--- src/rtl/wb_pkg.sv ---
// Shared Wishbone definitions: bus widths, wait-counter width and the
// responder FSM state encoding.
package wb_pkg;

  localparam int WB_ADDR_W = 32;
  localparam int WB_DATA_W = 32;
  localparam int WB_WAIT_W = 4;

  typedef enum logic [1:0] {
    IDLE,
    WAIT,
    ACK
  } wb_state_e;

endpackage

--- src/rtl/wishbone_slave_regs_if.sv ---
// Wishbone classic-cycle bus bundle. Signal names are given from the
// responder's point of view, so the master modport drives the *_i signals.
interface wishbone_slave_regs_if;
  import wb_pkg::*;

  logic [WB_ADDR_W-1:0] adr_i;
  logic [WB_DATA_W-1:0] dat_i;
  logic                 we_i;
  logic                 cyc_i;
  logic                 stb_i;
  logic [WB_DATA_W-1:0] dat_o;
  logic                 ack_o;
  logic                 err_o;

  modport slave (
    input  adr_i, dat_i, we_i, cyc_i, stb_i,
    output dat_o, ack_o, err_o
  );

  modport master (
    output adr_i, dat_i, we_i, cyc_i, stb_i,
    input  dat_o, ack_o, err_o
  );

endinterface

--- src/rtl/wishbone_regfile.sv ---
// NUM_REGS x 32-bit register array: one synchronous write port, one
// combinational read port, a live tap of register 0 and a synchronous clear.
module wishbone_regfile
  import wb_pkg::*;
#(
  parameter int NUM_REGS = 8,
  parameter int IDX_W    = 3
) (
  input  logic                 clk_i,
  input  logic                 rst_i,
  input  logic                 we_i,
  input  logic [IDX_W-1:0]     waddr_i,
  input  logic [WB_DATA_W-1:0] wdata_i,
  input  logic [IDX_W-1:0]     raddr_i,
  output logic [WB_DATA_W-1:0] rdata_o,
  output logic [WB_DATA_W-1:0] reg0_o
);

  logic [WB_DATA_W-1:0] regs_q [NUM_REGS];

  // Register bank: cleared on reset, one word written per enabled cycle.
  // NOTE: this array is deliberately reset because software expects every
  // register to read zero after reset; plain RAM-style storage would not be.
  always_ff @(posedge clk_i) begin
    if (rst_i) begin
      for (int i = 0; i < NUM_REGS; i++) regs_q[i] <= '0;
    end else if (we_i) begin
      regs_q[waddr_i] <= wdata_i;
    end
  end

  assign rdata_o = regs_q[raddr_i];
  assign reg0_o  = regs_q[0];

endmodule

--- src/rtl/wishbone_slave_regs.sv ---
// Wishbone classic-cycle responder over a small 32-bit register bank.
// Held-acknowledge handshake: one ack per transaction, held with read data
// until the initiator drops strobe. Register 0 is exported on reg0_o.
// Optional feature macro: WB_SLAVE_ERR_EN -- out-of-range accesses finish
// with err_o instead of ack_o (default build: err_o is always 0).
module wishbone_slave_regs
  import wb_pkg::*;
#(
  parameter int          NUM_REGS    = 8,
  parameter int          WAIT_STATES = 1,
  parameter logic [31:0] BASE_ADDR   = 32'h0000_0000
) (
  input  logic                  clk_i,
  input  logic                  rst_i,
  wishbone_slave_regs_if.slave  bus,
  output logic [WB_DATA_W-1:0]  reg0_o
);

  localparam int                   IDX_W     = (NUM_REGS > 1) ? $clog2(NUM_REGS) : 1;
  localparam logic [WB_ADDR_W-1:0] SPAN      = WB_ADDR_W'(NUM_REGS * 4);
  localparam logic [WB_WAIT_W-1:0] WAIT_LOAD = WB_WAIT_W'(WAIT_STATES);

  wb_state_e            state_q, state_d;
  logic [WB_WAIT_W-1:0] cnt_q, cnt_d;
  logic [WB_ADDR_W-1:0] adr_q, adr_d;
  logic [WB_DATA_W-1:0] wdat_q, wdat_d;
  logic                 we_q, we_d;
  logic [WB_DATA_W-1:0] rdat_q, rdat_d;
  logic                 ack_q, ack_d;
  logic                 err_q, err_d;

  logic                 req;
  logic [WB_ADDR_W-1:0] offset;
  logic                 in_range;
  logic [IDX_W-1:0]     idx;
  logic                 wr_en;
  logic [WB_DATA_W-1:0] rd_data;

  assign req      = bus.cyc_i & bus.stb_i;
  assign offset   = adr_q - BASE_ADDR;
  assign in_range = (offset < SPAN);
  assign idx      = offset[IDX_W+1:2];

  wishbone_regfile #(
    .NUM_REGS (NUM_REGS),
    .IDX_W    (IDX_W)
  ) u_regfile (
    .clk_i   (clk_i),
    .rst_i   (rst_i),
    .we_i    (wr_en),
    .waddr_i (idx),
    .wdata_i (wdat_q),
    .raddr_i (idx),
    .rdata_o (rd_data),
    .reg0_o  (reg0_o)
  );

  // State register.
  // NOTE: clocked state uses non-blocking assignments so every flop samples
  // pre-edge values regardless of process evaluation order.
  always_ff @(posedge clk_i) begin
    if (rst_i) state_q <= IDLE;
    else       state_q <= state_d;
  end

  // Next-state logic: a dropped request aborts a wait or ends the ack phase.
  always_comb begin
    state_d = state_q;
    case (state_q)
      IDLE:    if (req) state_d = WAIT;
      WAIT:    if (!req) state_d = IDLE;
               else if (cnt_q == '0) state_d = ACK;
      ACK:     if (!req) state_d = IDLE;
      default: state_d = IDLE;
    endcase
  end

  // Output/datapath logic: latch the request, count wait states, and on ACK
  // entry commit the write or capture read data and pick ack or err.
  // NOTE: every signal gets a default first so no path leaves it unassigned,
  // which would otherwise infer a latch.
  always_comb begin
    cnt_d  = cnt_q;
    adr_d  = adr_q;
    wdat_d = wdat_q;
    we_d   = we_q;
    rdat_d = rdat_q;
    ack_d  = 1'b0;
    err_d  = 1'b0;
    wr_en  = 1'b0;
    case (state_q)
      IDLE: begin
        if (req) begin
          adr_d  = bus.adr_i;
          wdat_d = bus.dat_i;
          we_d   = bus.we_i;
          cnt_d  = WAIT_LOAD;
        end
      end
      WAIT: begin
        if (req) begin
          if (cnt_q == '0) begin
            if (we_q) wr_en  = in_range;
            else      rdat_d = in_range ? rd_data : '0;
`ifdef WB_SLAVE_ERR_EN
            if (in_range) begin
              ack_d = 1'b1;
            end else begin
              err_d  = 1'b1;
              rdat_d = '0;
            end
`else
            ack_d = 1'b1;
`endif
          end else begin
            cnt_d = cnt_q - 1'b1;
          end
        end
      end
      ACK: begin
        if (req) begin
          ack_d = ack_q;
          err_d = err_q;
        end
      end
      default: ;
    endcase
  end

  // Datapath and registered bus outputs.
  always_ff @(posedge clk_i) begin
    if (rst_i) begin
      cnt_q  <= '0;
      adr_q  <= '0;
      wdat_q <= '0;
      we_q   <= 1'b0;
      rdat_q <= '0;
      ack_q  <= 1'b0;
      err_q  <= 1'b0;
    end else begin
      cnt_q  <= cnt_d;
      adr_q  <= adr_d;
      wdat_q <= wdat_d;
      we_q   <= we_d;
      rdat_q <= rdat_d;
      ack_q  <= ack_d;
      err_q  <= err_d;
    end
  end

  assign bus.dat_o = rdat_q;
  assign bus.ack_o = ack_q;
  assign bus.err_o = err_q;

endmodule
--- src/flat_wrapper.sv ---
// flat-port wrapper written by rule: the top's interface ports become plain ports
module wishbone_slave_regs_flat import wb_pkg::*;
#(
  parameter int          NUM_REGS    = 8,
  parameter int          WAIT_STATES = 1,
  parameter logic [31:0] BASE_ADDR   = 32'h0000_0000
)
  (clk_i, rst_i, reg0_o, bus_adr_i, bus_dat_i, bus_we_i, bus_cyc_i, bus_stb_i, bus_dat_o, bus_ack_o, bus_err_o);
  wishbone_slave_regs_if bus_i ();
  input  logic clk_i;
  input  logic rst_i;
  output logic [WB_DATA_W-1:0] reg0_o;
  input wire logic [$bits(bus_i.adr_i)-1:0] bus_adr_i;
  input wire logic [$bits(bus_i.dat_i)-1:0] bus_dat_i;
  input wire logic [$bits(bus_i.we_i)-1:0] bus_we_i;
  input wire logic [$bits(bus_i.cyc_i)-1:0] bus_cyc_i;
  input wire logic [$bits(bus_i.stb_i)-1:0] bus_stb_i;
  output wire logic [$bits(bus_i.dat_o)-1:0] bus_dat_o;
  output wire logic [$bits(bus_i.ack_o)-1:0] bus_ack_o;
  output wire logic [$bits(bus_i.err_o)-1:0] bus_err_o;
  assign bus_i.adr_i = bus_adr_i;
  assign bus_i.dat_i = bus_dat_i;
  assign bus_i.we_i = bus_we_i;
  assign bus_i.cyc_i = bus_cyc_i;
  assign bus_i.stb_i = bus_stb_i;
  assign bus_dat_o = bus_i.dat_o;
  assign bus_ack_o = bus_i.ack_o;
  assign bus_err_o = bus_i.err_o;
  wishbone_slave_regs #(.NUM_REGS(NUM_REGS), .WAIT_STATES(WAIT_STATES), .BASE_ADDR(BASE_ADDR)) u_core (.clk_i(clk_i), .rst_i(rst_i), .bus(bus_i), .reg0_o(reg0_o));
endmodule
--- config.mk ---
export PLATFORM = sky130hd
export DESIGN_NAME = wishbone_slave_regs_flat
export DESIGN_NICKNAME = d
export VERILOG_FILES = /design/src/rtl/wb_pkg.sv /design/src/rtl/wishbone_slave_regs_if.sv /design/src/rtl/wishbone_regfile.sv /design/src/rtl/wishbone_slave_regs.sv /design/src/flat_wrapper.sv
export SDC_FILE = /design/constraint.sdc
export NUM_CORES = 1
export LEC_CHECK = 0
export ABC_AREA = 1
export CAP_MARGIN = 10
export CORE_UTILIZATION = 60
export DETAILED_ROUTE_END_ITERATION = 8
export GPL_ROUTABILITY_DRIVEN = 0
export PLACE_DENSITY = 0.82
export SKIP_LAST_GASP = 1
export SYNTH_ARGS = -nofsm -noshare
export SYNTH_HDL_FRONTEND = slang
export SYNTH_SLANG_ARGS = --single-unit
--- constraint.sdc ---
create_clock -name clk_i -period 5.7 [get_ports clk_i]
set_input_delay 1.425 -clock clk_i [delete_from_list [all_inputs] [get_ports clk_i]]
set_output_delay 1.425 -clock clk_i [all_outputs]
set_load 0.03 [all_outputs]
==> metrics.cfg, run 1 <==
[logic_synthesis]
yosysTopAreaCellShare_pct=50.1
avgSynthCellArea_um2=9.63
async_flop_share_pct=0
seq_area_frac_synth_pct=63.8
yosysTopAreaCell=edfxtp_1
synth_nets=1663
synthCells=1592
synth_edf_count=256
synth_area_leaders=edfxtp_1 (50%), dfxtp_1 (14%), nand2_1 (8.5%), nor2_1 (8.2%), nand3_1 (7.3%)
synth_ff_type=edfxtp_1
synth_seq_cells=361
post_synth_most_frequent_cells=nand2_1 (346), nor2_1 (335), edfxtp_1 (256)
yosysMostFrequentCell=nand2_1
synth_warnings=0
synth_cell_types=27
syn_area_um2=15300

[worst_setup_path]
path_class=primary input to flip-flop
cp-end-kind=flip-flop
cp.required_ns=5.85
r2r_start=u_core.adr_q[12]
arrival_ns=4.11
crit_path_start=rst_i
startpoint_type=primary input
cp_max_fo=38

[detailed_routing]
drt_pre_antenna_iters=6
drt_iter0_drc=1398
vias=11900
drcViolationCount=0
detail_route.wl_per_cell_um=18.7
routed_wirelength_mm=38.1
ant_nets=0
vias_per_cell=5.82

[worst_hold_path]
worstHoldStart=u_core.bus.dat_o[10]
hold_path_class=flip-flop to flip-flop

[floorplan]
initial_core_util_pct=61.1
fp.dieArea_um2=26200
io_pins=135
die_height_um=162
core_area_um2=25100
die_x_um=162
rows=58

[pwr]
power_frac_clock_pct=40.5
switching_share_pct=23.5
p_seq_share_pct=51.3
peakVddDrop_mv=0.210
p_per_area_nw_per_um2=323
p_leak_nw=6.55
p_switching_w=0.00135
p_comb_share_pct=8.3
p_int_w=0.00440

[clocking]
cts_root_buf=clkbuf_16
postCtsSetupRepairBufs=0
htreeDepth=2
clock_latency_ns=0.53
clock-sinks=361
cts_max_path_buffers=3
clkTransAtPathRegs_ns=0.06
cts_tree=built
cts_buffers=37
cts_resized=0
cts.hold.buffers_added=0

[cells_and_area]
final_layout_size_suffix_gt1_share_pct=5.79
layout.nets=1752
diodes=0
area.growth.synth_to_final_pct=16.1

[run]
max_cap_violations=0

[global_route]
antenna_found_initial=0
grt_max_degree=78
grt_pass1_vias=11500
grt_pass1_wl_mm=59.5
grt_use_total_pct=29.6
overflow=0

[timing]
finalSetupViolations=0
hold_ws_ns=0.464
fin_crit_ns=3.96
slew_headroom_pct=30.5
rsz0062_at_grt=no
slew_viol_final=0
fmax_mhz=252
tightestPinTransition_ns=1.04
setup_tns_ns=0
finalClockSkew_ns=0.0192
period_share_pct=69.5
final_hold_viol_count=0

[run_status]
outcome=finished, final reports clean

[placement]
hpwl_mm=21.8
port_buffers=131

==> state kept, by name, indices dropped and copies added, names as in the netlist, named ones only <==
signal / flops
u_core.u_regfile.regs_q: 256
u_core.bus.dat_o: 32
u_core.wdat_q: 32
u_core.adr_q: 30
u_core.cnt_q: 4
u_core.state_q: 2
u_core.bus.ack_o: 1
u_core.we_q: 1
==> power groups by stage <==
stage / Sequential [W] / Combinational [W] / Clock (W)
finish: 0.00295 / 0.000476 / 0.00233
global placement: 0.00300 / 0.000453 / 0
global route: 0.00295 / 0.000521 / 0.00243
detailed placement: 0.00300 / 0.000466 / 0
floorplan: 0.00300 / 0.000291 / 0
CTS: 0.00295 / 0.000471 / 0.00233
==> layout by cell type, fill, tap and decap left out <==
cell type	Yosys	layout
buf_4	4	24
inv_2	6	6
clkinv_4	0	1
clkinv_2	0	4
clkinv_1	32	43
nand3_1	223	223
clkbuf_1	42	9
dfxtp_1	105	102
inv_6	0	1
nor3_1	6	6
dfxtp_2	0	2
nor2_4	2	2
clkbuf_8	0	1
nand2_1	346	345
nand4_4	9	9
buf_12	0	1
clkbuf_16	0	39
nand2_2	1	2
nor2_1	335	335
dfxtp_4	0	1
nor2_2	2	2
clkdlybuf4s50_1	0	131
inv_1	21	20
a211oi_1	2	2
ha_1	2	2
o21ai_0	64	64
bufinv_16	0	2
nor3b_1	1	1
a21oi_1	69	69
nand4_1	1	1
edfxtp_1	256	256
conb_1	1	1
nor2_8	2	2
==> area by class of cell <==
class	instances	area (um^2)
tap	330	413
clock buffer	49	1020
clock inverter	18	134
fill	1764	7310
multi-input combinational	1066	4700
timing repair buffer	156	1510
sequential	361	9800
inverter	59	223
==> metrics by stage <==
stage | instances | setup slack, ns | power (W) | util [%] | instance area [um^2]
floorplan | 1592 | 2.22 | 0.00329 | - | 15300
global placement | 1972 | 1.36 | 0.00345 | 66.3 | 16600
detailed placement | 1972 | 1.27 | 0.00347 | 66.3 | 16600
CTS | 2039 | 1.78 | 0.00575 | 70.9 | 17800
global route | 2039 | 1.63 | 0.00591 | 70.9 | 17800
finish | 2039 | 1.74 | 0.00575 | 70.9 | 17800
==> cell families after synthesis <==
group                      synth area share, %
adders and majority gates                0.163
other                                   0.0245
buffers and inverters                     5.54
and+or+nand+nor                           26.0
DFF                                       63.8
AOI/OAI and AO/OA                         4.44
==> per-layer routing <==
layer  GRT usage [%]  part of all wire [%]
met3            4.85                    11
met2            49.9                    49
met4            12.5                   3.2
met1            38.1                    37
met5               0                     0
==> critical path, cell delays in order <==
cell and delay (ns):
clkdlybuf4s50_1 0.40, buf_4 0.26, inv_2 0.11, nand2_1 0.12, nor2_8 0.31, nand4_4 0.62
nand2_1 0.31, buf_4 0.54
==> final timing paths <==
path,endpoint,slack [ns],cells after the start
max,u_core.u_regfile.regs_q[2][31],1.74,8
max reg2reg,u_core.u_regfile.regs_q[2][31],2.24,8
min reg2reg,u_core.bus.dat_o[10],0.46,2
min,u_core.bus.dat_o[10],0.46,2
No activity file was read; power rests on OpenSTA's default activity.
==> run 2: changes to the inputs <==
--- a/config.mk
+++ b/config.mk
@@ -7,10 +7,10 @@
 export LEC_CHECK = 0
 export ABC_AREA = 1
 export CAP_MARGIN = 10
-export CORE_UTILIZATION = 60
+export CORE_UTILIZATION = 52
 export DETAILED_ROUTE_END_ITERATION = 8
 export GPL_ROUTABILITY_DRIVEN = 0
-export PLACE_DENSITY = 0.82
+export PLACE_DENSITY = 0.76
 export SKIP_LAST_GASP = 1
 export SYNTH_ARGS = -nofsm -noshare
 export SYNTH_HDL_FRONTEND = slang
==> constraint.sdc (replaced) <==
create_clock -name clk_i -period 3.2 [get_ports clk_i]
set_input_delay 0.8 -clock clk_i [delete_from_list [all_inputs] [get_ports clk_i]]
set_output_delay 0.8 -clock clk_i [all_outputs]
set_load 0.03 [all_outputs]
==> run 2 against run 1 <==
Largest power group unchanged. Core utilization decreased by 8.1 points. Power grew 81%. Global-route usage down 4.2 points. Hold slack better by 0.0013 ns. Die area increased by 15%. Largest cell class unchanged.
==> metrics.cfg, run 2 (synthesis gave the netlist of run 1 again) <==
[pwr]
p_seq_share_pct=50.2  ; was 51.3%
p_per_area_nw_per_um2=575  ; was 323 nW/um^2
p_comb_share_pct=8.5  ; was 8.3%
switching_share_pct=23.3  ; was 23.5%
peakVddDrop_mv=0.313  ; was 0.210 mV
p_leak_nw=6.69  ; was 6.55 nW
power_frac_clock_pct=41.3  ; was 40.5%
finalPower_w=0.0104  ; was 0.00575 W
p_int_w=0.00799  ; was 0.00440 W
p_switching_w=0.00243  ; was 0.00135 W

[worst_setup_path]
cp_slowest_cell=clkdlybuf4s50_1  ; was nand4_4
worstPathCellList=clkdlybuf4s50_1  ; was clkdlybuf4s50_1 -> buf_4 -> inv_2 -> nand2_1 -> nor2_8 -> nand4_4 -> nand2_1 -> buf_4
arrival_ns=1.65  ; was 4.11 ns
path_class=flip-flop to output pin  ; was primary input to flip-flop
cp.required_ns=2.40  ; was 5.85 ns
startpoint_type=flip-flop  ; was primary input
cp_max_fo=2  ; was 38
cpPeakStageDelay_ns=0.72  ; was 0.62 ns
cp-end-kind=output pin  ; was flip-flop
cp_top_family=buffers and inverters  ; was simple AND/OR/NAND/NOR gates
crit_buf_inv=1  ; was 4

[detailed_routing]
routed_wirelength_mm=38.0  ; was 38.1 mm
vias=11700  ; was 11900
detail_route.wl_per_cell_um=18.0  ; was 18.7 um
drt_pre_antenna_iters=5  ; was 6
ant_nets=0  ; unchanged
drt_iter0_drc=1153  ; was 1398
drcViolationCount=0  ; unchanged
vias_per_cell=5.52  ; was 5.82

[cells_and_area]
regMostFlops=u_core.u_regfile.regs_q  ; unchanged
final_cells=2114  ; was 2039
diodes=0  ; unchanged
final_cell_mix=nand2_1 (345), nor2_1 (335), edfxtp_1 (256)  ; unchanged
final_common_cell=nand2_1  ; unchanged
layout.nets=1772  ; was 1752
largest_reg_flops=256  ; unchanged
design_area_um2=18100  ; was 17800 um^2
area.growth.synth_to_final_pct=18.1  ; was 16.1%
final_layout_size_suffix_gt1_share_pct=7.34  ; was 5.79%

[floorplan]
initial_core_util_pct=53.1  ; was 61.1%
die_height_um=174  ; was 162 um
die_x_um=174  ; was 162 um
fp.dieArea_um2=30200  ; was 26200 um^2
core_area_um2=28900  ; was 25100 um^2
io_pins=135  ; unchanged
rows=62  ; was 58

[run]
max_cap_violations=0  ; unchanged

[run_status]
outcome=finished, final reports clean  ; unchanged

[clocking]
cts.hold.buffers_added=0  ; unchanged
htreeDepth=2  ; unchanged
clkTransAtPathRegs_ns=0.06  ; about the same
cts_tree=built  ; unchanged
cts_buffers=38  ; was 37
postCtsSetupRepairBufs=0  ; unchanged
cts_max_path_buffers=3  ; unchanged
clock-sinks=361  ; unchanged
cts_root_buf=clkbuf_16  ; unchanged
cts_resized=0  ; unchanged
clock_latency_ns=0.53  ; about the same

[timing]
final_hold_viol_count=0  ; unchanged
hold_ws_ns=0.465  ; was 0.464 ns
slew_headroom_pct=44.9  ; was 30.5%
tightestPinTransition_ns=0.826  ; was 1.04 ns
rsz0062_at_grt=no  ; unchanged
finalSetupViolations=0  ; unchanged
fin_crit_ns=2.45
period_share_pct=76.4
fmax_mhz=409
slew_viol_final=0  ; unchanged
finalClockSkew_ns=0.0217  ; was 0.0192 ns
setup_tns_ns=0  ; unchanged

[global_route]
grt_pass1_vias=11500  ; about the same
antenna_found_initial=0  ; unchanged
grt_use_total_pct=25.4  ; was 29.6%
grt_max_degree=73  ; was 78
overflow=0  ; unchanged
grt_pass1_wl_mm=60.2  ; was 59.5 mm

[worst_hold_path]
hold_path_class=flip-flop to flip-flop  ; unchanged

[placement]
hpwl_mm=23.4  ; was 21.8 mm
place_inst=2045  ; was 1972
port_buffers=131  ; unchanged
placed_area_um2=16900  ; was 16600 um^2

-- run 2: final timing paths --
| check | start | end | slack (ns) | cells after the start |
|---|---|---|---|---|
| hold / removal | u_core.bus.dat_o[2] | u_core.bus.dat_o[2] | 0.46 | 2 |
| setup / recovery | u_core.u_regfile.regs_q[0][0] | reg0_o[0] | 0.75 | 1 |
| setup reg to reg | u_core.adr_q[31] | u_core.u_regfile.regs_q[4][15] | 0.84 | 8 |
| hold reg to reg | u_core.bus.dat_o[2] | u_core.bus.dat_o[2] | 0.46 | 2 |
-- run 2: metrics by stage --
step / utilization (%) / setup WS, ns
floorplan: - / 0.350
global placement: 58.5 / 0.269
detailed placement: 58.5 / 0.217
CTS: 62.8 / 0.748
global route: 62.8 / 0.606
finish: 62.8 / 0.754
-- run 2: area by class of cell --
type	count	area, um^2
Multi-Input combinational cell	1066	4700
Tap cell	384	480
Clock inverter	12	87.6
Clock buffer	57	1140
Fill cell	2253	10700
Sequential cell	361	9790
Timing Repair Buffer	175	1680
Inverter	59	223
-- run 2: layer usage --
layer | GRT usage, % | routed length (um) | vias to the layer above
met5 | 0 | 0 | -
met1 | 33.2 | 15000 | 5434
met3 | 4.43 | 3690 | 84
li1 | - | - | 5547
met2 | 42.4 | 18300 | 613
met4 | 9.43 | 1040 | 0
-- run 2: power groups by stage --
| stage | clock network, W | logic (W) | registers, W |
|---|---|---|---|
| floorplan | 0 | 0.000518 | 0.00534 |
| global placement | 0 | 0.000856 | 0.00532 |
| detailed placement | 0 | 0.000876 | 0.00533 |
| CTS | 0.00432 | 0.000881 | 0.00523 |
| global route | 0.00452 | 0.000968 | 0.00525 |
| finish | 0.00430 | 0.000885 | 0.00523 |
